## config.mk

```make
export PLATFORM = sky130hd
export DESIGN_NAME = inst_fetch
export DESIGN_NICKNAME = d
export VERILOG_FILES = /design/src/rtl/inst_fetch.sv
export SDC_FILE = /design/constraint.sdc
export NUM_CORES = 1
export LEC_CHECK = 0
export ABC_CLOCK_PERIOD_IN_PS = 4500
export CORE_MARGIN = 2
export CORE_UTILIZATION = 39
export DETAILED_ROUTE_END_ITERATION = 7
export PLACE_DENSITY = 0.95
export SLEW_MARGIN = 20
export SYNTH_ARGS = -nofsm -noshare
export SYNTH_HDL_FRONTEND = slang
export SYNTH_SLANG_ARGS = --single-unit
```

## constraint.sdc

```tcl
create_clock -name IFclk -period 4.5 [get_ports IFclk]
set_input_delay 0.9 -clock IFclk [delete_from_list [all_inputs] [get_ports IFclk]]
set_output_delay 0.9 -clock IFclk [all_outputs]
set_load 0.01 [all_outputs]
```

## src/rtl/inst_fetch.sv

```systemverilog
// Instruction fetch stage: a PC register addresses a combinational instruction
// memory, and the returned word is latched into the IR together with the
// address it came from. Stall holds the stage, redirect steers the PC and
// flushes the IR, and halt freezes the stage until reset.
module inst_fetch #(
   parameter int          MEM_DEPTH = 128,
   parameter logic [31:0] RESET_PC  = 32'd0
) (
   input  logic        IFclk,
   input  logic        IFrst,
   output logic [31:0] inst_addr,
   input  logic [31:0] inst,
   input  logic        stall,
   input  logic        redirect,
   input  logic [31:0] redirect_addr,
   input  logic        halt,
   output logic [31:0] ir,
   output logic [31:0] ir_pc,
   output logic        ir_valid,
   output logic        addr_err
);

   localparam int AW = $clog2(MEM_DEPTH);

   typedef enum logic [1:0] {BOOT, RUN, HOLD, HALT} state_t;

   state_t      state_q, state_d;
   logic [31:0] pc_q, pc_d;
   logic [31:0] ir_q, ir_d;
   logic [31:0] ir_pc_q, ir_pc_d;
   logic        ir_valid_q, ir_valid_d;
   logic        addr_err_q, addr_err_d;

   // Address arithmetic is done on the low AW bits so the PC always stays
   // inside the memory; upper bits of a redirect target only raise addr_err.
   logic [AW-1:0] pc_inc;
   logic [AW-1:0] redir_lo;
   logic          redir_oor;

   assign pc_inc    = pc_q[AW-1:0] + AW'(1'b1);
   assign redir_lo  = redirect_addr[AW-1:0];
   assign redir_oor = |redirect_addr[31:AW];

   // State register; reset always restarts from BOOT.
   always_ff @(posedge IFclk or posedge IFrst) begin
      if (IFrst) state_q <= BOOT;
      else       state_q <= state_d;
   end

   // Next state: BOOT lasts one cycle regardless of inputs, HALT is only left
   // by reset, otherwise halt beats redirect beats stall.
   always_comb begin
      state_d = state_q;
      case (state_q)
         BOOT: state_d = RUN;
         RUN, HOLD: begin
            if (halt)          state_d = HALT;
            else if (redirect) state_d = RUN;
            else if (stall)    state_d = HOLD;
            else               state_d = RUN;
         end
         HALT:    state_d = HALT;
         default: state_d = BOOT;
      endcase
   end

   // Datapath next values chosen by state and the same priority order.
   always_comb begin
      pc_d       = pc_q;
      ir_d       = ir_q;
      ir_pc_d    = ir_pc_q;
      ir_valid_d = ir_valid_q;
      addr_err_d = addr_err_q;
      case (state_q)
         RUN, HOLD: begin
            if (halt) begin
               ir_valid_d = 1'b0;
            end else if (redirect) begin
               // Flush only the valid bit; ir/ir_pc keep their last contents.
               pc_d       = {{(32-AW){1'b0}}, redir_lo};
               ir_valid_d = 1'b0;
               addr_err_d = addr_err_q | redir_oor;
            end else if (!stall) begin
               ir_d       = inst;
               ir_pc_d    = pc_q;
               ir_valid_d = 1'b1;
               pc_d       = {{(32-AW){1'b0}}, pc_inc};
            end
         end
         default: ;
      endcase
   end

   // Datapath registers, cleared asynchronously by reset.
   always_ff @(posedge IFclk or posedge IFrst) begin
      if (IFrst) begin
         pc_q       <= RESET_PC;
         ir_q       <= 32'd0;
         ir_pc_q    <= 32'd0;
         ir_valid_q <= 1'b0;
         addr_err_q <= 1'b0;
      end else begin
         pc_q       <= pc_d;
         ir_q       <= ir_d;
         ir_pc_q    <= ir_pc_d;
         ir_valid_q <= ir_valid_d;
         addr_err_q <= addr_err_d;
      end
   end

   assign inst_addr = pc_q;
   assign ir        = ir_q;
   assign ir_pc     = ir_pc_q;
   assign ir_valid  = ir_valid_q;
   assign addr_err  = addr_err_q;

endmodule

```

; ---- After elaboration in Yosys (flattened, before gate mapping)
; Index checks and enable logic that the tools add are counted.
[word_totals]
regBits = 100
output_inout_bits = 98
word_cells = 32
[op_classes]
add_sub_neg = 1
n_eq_ne = 5
n_mux = 9
n_bitwise = 4
reduce_logical = 7
[op_table]
columns = cell, n
row1 = $mux W32, 2
row2 = $reduce_or A25 Y1, 1
row3 = $add A7 B1 Y7 const B, 1
row4 = $mux W2, 3
row5 = $pmux W2 S3, 1
row6 = $reduce_and A3 Y1, 2
row7 = $eq A2 B2 Y1 const B, 2
row8 = $reduce_and A4 Y1, 1
row9 = $mux W1, 3
row10 = $ne A3 B1 Y1 const B, 1
row11 = $not A1 Y1, 3
row12 = $eq A2 B1 Y1 const B, 1
row13 = $logic_not A2 Y1, 1
row14 = $ne A2 B1 Y1 const B, 1
row15 = $reduce_and A2 Y1, 1
row16 = $reduce_or A2 Y1, 1
row17 = $or A1 B1 Y1, 1

; ---- Logic depth before layout (Yosys ltp)
[depth]
depth_word = 4
ltp_mapped = 7

; ---- Least setup slack after synthesis
; No wires, ideal clock.
[synth_timing]
path_type = input to register
from = input port redirect
to = register ir_q[0], in the netlist ir[0]
setup_time_ps = 125
arrival_ps = 1804
setup_slack_ps = 2571
path_stages = 3
n_path_buf = 1
cell_sequence = nor4b_4 -> buf_6 -> mux2_2
[synth_via]
elab_chain_len = 2
[synth_lines]
columns = item, line_no
row1 = start: declaration, 14  ; input logic redirect,
row2 = $not A1 Y1 (no line), --
row3 = $reduce_and A4 Y1 (no line), --
row4 = end signal: assignment, 104  ; ir_q <= ir_d;
row5 = end: declaration, 29  ; logic [31:0] ir_q, ir_d;
; No other way between the ends.
; A chain may end at the register's enable or synchronous reset.

; ---- Worst setup path after layout
[layout_timing]
from = input port redirect
to = register ir_q[4], in the netlist ir[4]
; Same word-level chain as after synthesis.

==> impl_metrics.env <==
export IMPL_status="completed"
export IMPL_drt_iter0_markers=31
export IMPL_final_setup_tns_ns=0
export IMPL_track_usage_pct=15.5
export IMPL_route_vias_total=1855
export IMPL_syn_inst=211
export IMPL_die_y_um=85.6
export IMPL_num_nets_final=399
export IMPL_nFillCells=523
export IMPL_hold_buffers=0
export IMPL_cts_buffers=5
export IMPL_crit_type="in2reg"
export IMPL_final_cell_mix="116 x clkdlybuf4s50_1, 50 x conb_1, 50 x dfrtp_1"
export IMPL_grt_pass1_vias=1853
export IMPL_grt_max_degree=51
export IMPL_antenna_found_initial=0
export IMPL_setup_viol=0
export IMPL_synth_edf_count=0
export IMPL_wire_per_inst_um=14.2
export IMPL_firstDrtPassIters=4
export IMPL_multi_input_comb_area_mm2=0.00105
export IMPL_cts_resized=0
export IMPL_clock_latency_ns=0.30
export IMPL_yosysSeqAreaShare_pct=48.2
export IMPL_grt_pass1_wl_um=9010
export IMPL_rsz0062_at_grt="false"
export IMPL_post_route_util_pct=58.0
export IMPL_route_antenna_remaining_nets=0
export IMPL_finalPower_uw=2130
export IMPL_synthArstFlopShare_pct=100
export IMPL_fin_hold_ws_ns=0.511
export IMPL_arrival_ns=3.23
export IMPL_synthesis_area_mm2=0.00260
export IMPL_fin_crit_ns=3.04
export IMPL_hold_viol_final=0
export IMPL_ys_flop_type="dfrtp_1"
export IMPL_hpwl_um=4340
export IMPL_tritoncts="yes"
export IMPL_ff2ff_path_depth=5
export IMPL_max_cap_viol_count=0
export IMPL_yosys_cell_types_count=30
export IMPL_die_w_um=85.6
export IMPL_powerDensity_mw_per_mm2=575
export IMPL_yosys_warnings=0
export IMPL_initial_core_util_pct=40.7
export IMPL_whs_path_depth=1
export IMPL_drc=0
export IMPL_place_congestion=0.803
export IMPL_cp_required_ns=4.69
export IMPL_ys_ff_latch=50
export IMPL_io_pins=167
export IMPL_cp_start_kind="input port"
export IMPL_fmax_mhz=329
export IMPL_drt_vias_per_instance=4.58
export IMPL_htreeDepth=2
export IMPL_fin_skew_ns=0.00487
export IMPL_peakVddDrop_uv=322
export IMPL_worstPathMaxFanout=32
export IMPL_syn_to_final_growth_pct=42.6
export IMPL_diodes=0
export IMPL_fp_dieArea_mm2=0.00733
export IMPL_core_mm2=0.00639
export IMPL_cts_setup_buffers=0
export IMPL_grt_overflow=0
export IMPL_wl_um=5740
export IMPL_clock_tree_buffer_depth=2
export IMPL_fin_ws_ns=1.46
export IMPL_end_kind="flop"
export IMPL_fp_row_count=29
export IMPL_p_leak_uw=0.00161
export IMPL_avgSynthCellArea_um2=12.3
export IMPL_min_period_over_period_pct=67.5
export IMPL_regArea_mm2=0.00125
export IMPL_drive_gt1_share_pct=15.9
export IMPL_clkSinkCount=50
export IMPL_slew_headroom_pct=41.3
export IMPL_layout_commonest_cell="clkdlybuf4s50_1"
export IMPL_min_path_type="reg2reg"
export IMPL_clockRootBuffer="clkbuf_8"
export IMPL_port_buffers=116
export IMPL_pre_cts_slack_ns=1.14
export IMPL_tightestPinTransition_ns=0.880
export IMPL_drv_slew=0
export IMPL_path_clk_slew_ns=0.08
==> Yosys cell counts (2+ instances only) <==
cell,count,share of area (%)
buf_6,6,2.6
inv_1,8,1.2
nor4_1,6,1.4
nor2_1,6,0.87
o21ai_0,6,1.2
and3_1,2,0.48
nand3_1,4,0.77
a21oi_1,5,0.96
nand2_1,4,0.58
mux2i_1,2,0.77
a31o_2,2,0.67
ha_1,3,1.4
a22o_1,6,2.0
mux2_4,9,5.2
dfrtp_1,50,48
buf_4,50,14
mux2_2,29,13
==> stage by stage <==
step	instances	area, um^2
2_1_floorplan	260	2780
3_3_place_gp	397	3610
3_5_place_dp	397	3610
4_1_cts	405	3700
5_1_grt	405	3700
6_report	405	3700
==> critical path, stage by stage <==
cell	delay [ns]
clkdlybuf4s50_1	0.79
nor4b_4	0.86
buf_12	0.30
mux2_2	0.36
==> path summary, 6_finish.rpt <==
check / slack [ns] / endpoint / from
max: 1.46 / ir[4]$_DFFE_PP0P_ / redirect
max in group asynchronous: 2.91 / state_q[1]$_DFF_PP0_ / IFrst
min: 0.51 / ir[8]$_DFFE_PP0P_ / ir[8]$_DFFE_PP0P_
max reg2reg: 2.23 / ir[4]$_DFFE_PP0P_ / state_q[0]$_DFF_PP0_
min in group asynchronous: 1.07 / ir[5]$_DFFE_PP0P_ / IFrst
min reg2reg: 0.51 / ir[8]$_DFFE_PP0P_ / ir[8]$_DFFE_PP0P_
==> area by class of cell <==
type	count	area share, %
multi-input cells	145	28.4
inverters	8	0.845
flip-flops and latches	50	33.8
clock inverters	1	0.135
well taps	77	2.60
repair buffers	117	31.9
clock buffers	7	2.33
==> sequential cells by signal (all words and copies together), names as in the netlist <==
signal and count:
addr_err 1, inst_addr 7, ir 32, ir_pc 7, ir_valid 1, state_q 2
==> power by group <==
group          leakage [uW]  switching (uW)  total [uW]  internal [uW]
Combinational      0.000971             376        1040            660
Clock             0.0000482             148         272            124
Sequential         0.000595             151         820            669
==> cell families after synthesis <==
kind of cell / synth area share [%]
compound gates: 6.60
simple gates: 6.65
fa+ha+maj: 1.45
buf+inv: 18.4
mux: 18.6
other cells: 0.144
flops: 48.2
==> layer usage <==
metal,track usage [%],share of wire (%),vias to the layer above
li1,-,-,860
met1,18.5,40,881
met2,26.6,49,104
met3,5.29,9.6,10
met4,4.62,1.4,0
met5,0,0,-
No activity file was read; power rests on OpenSTA's default activity.
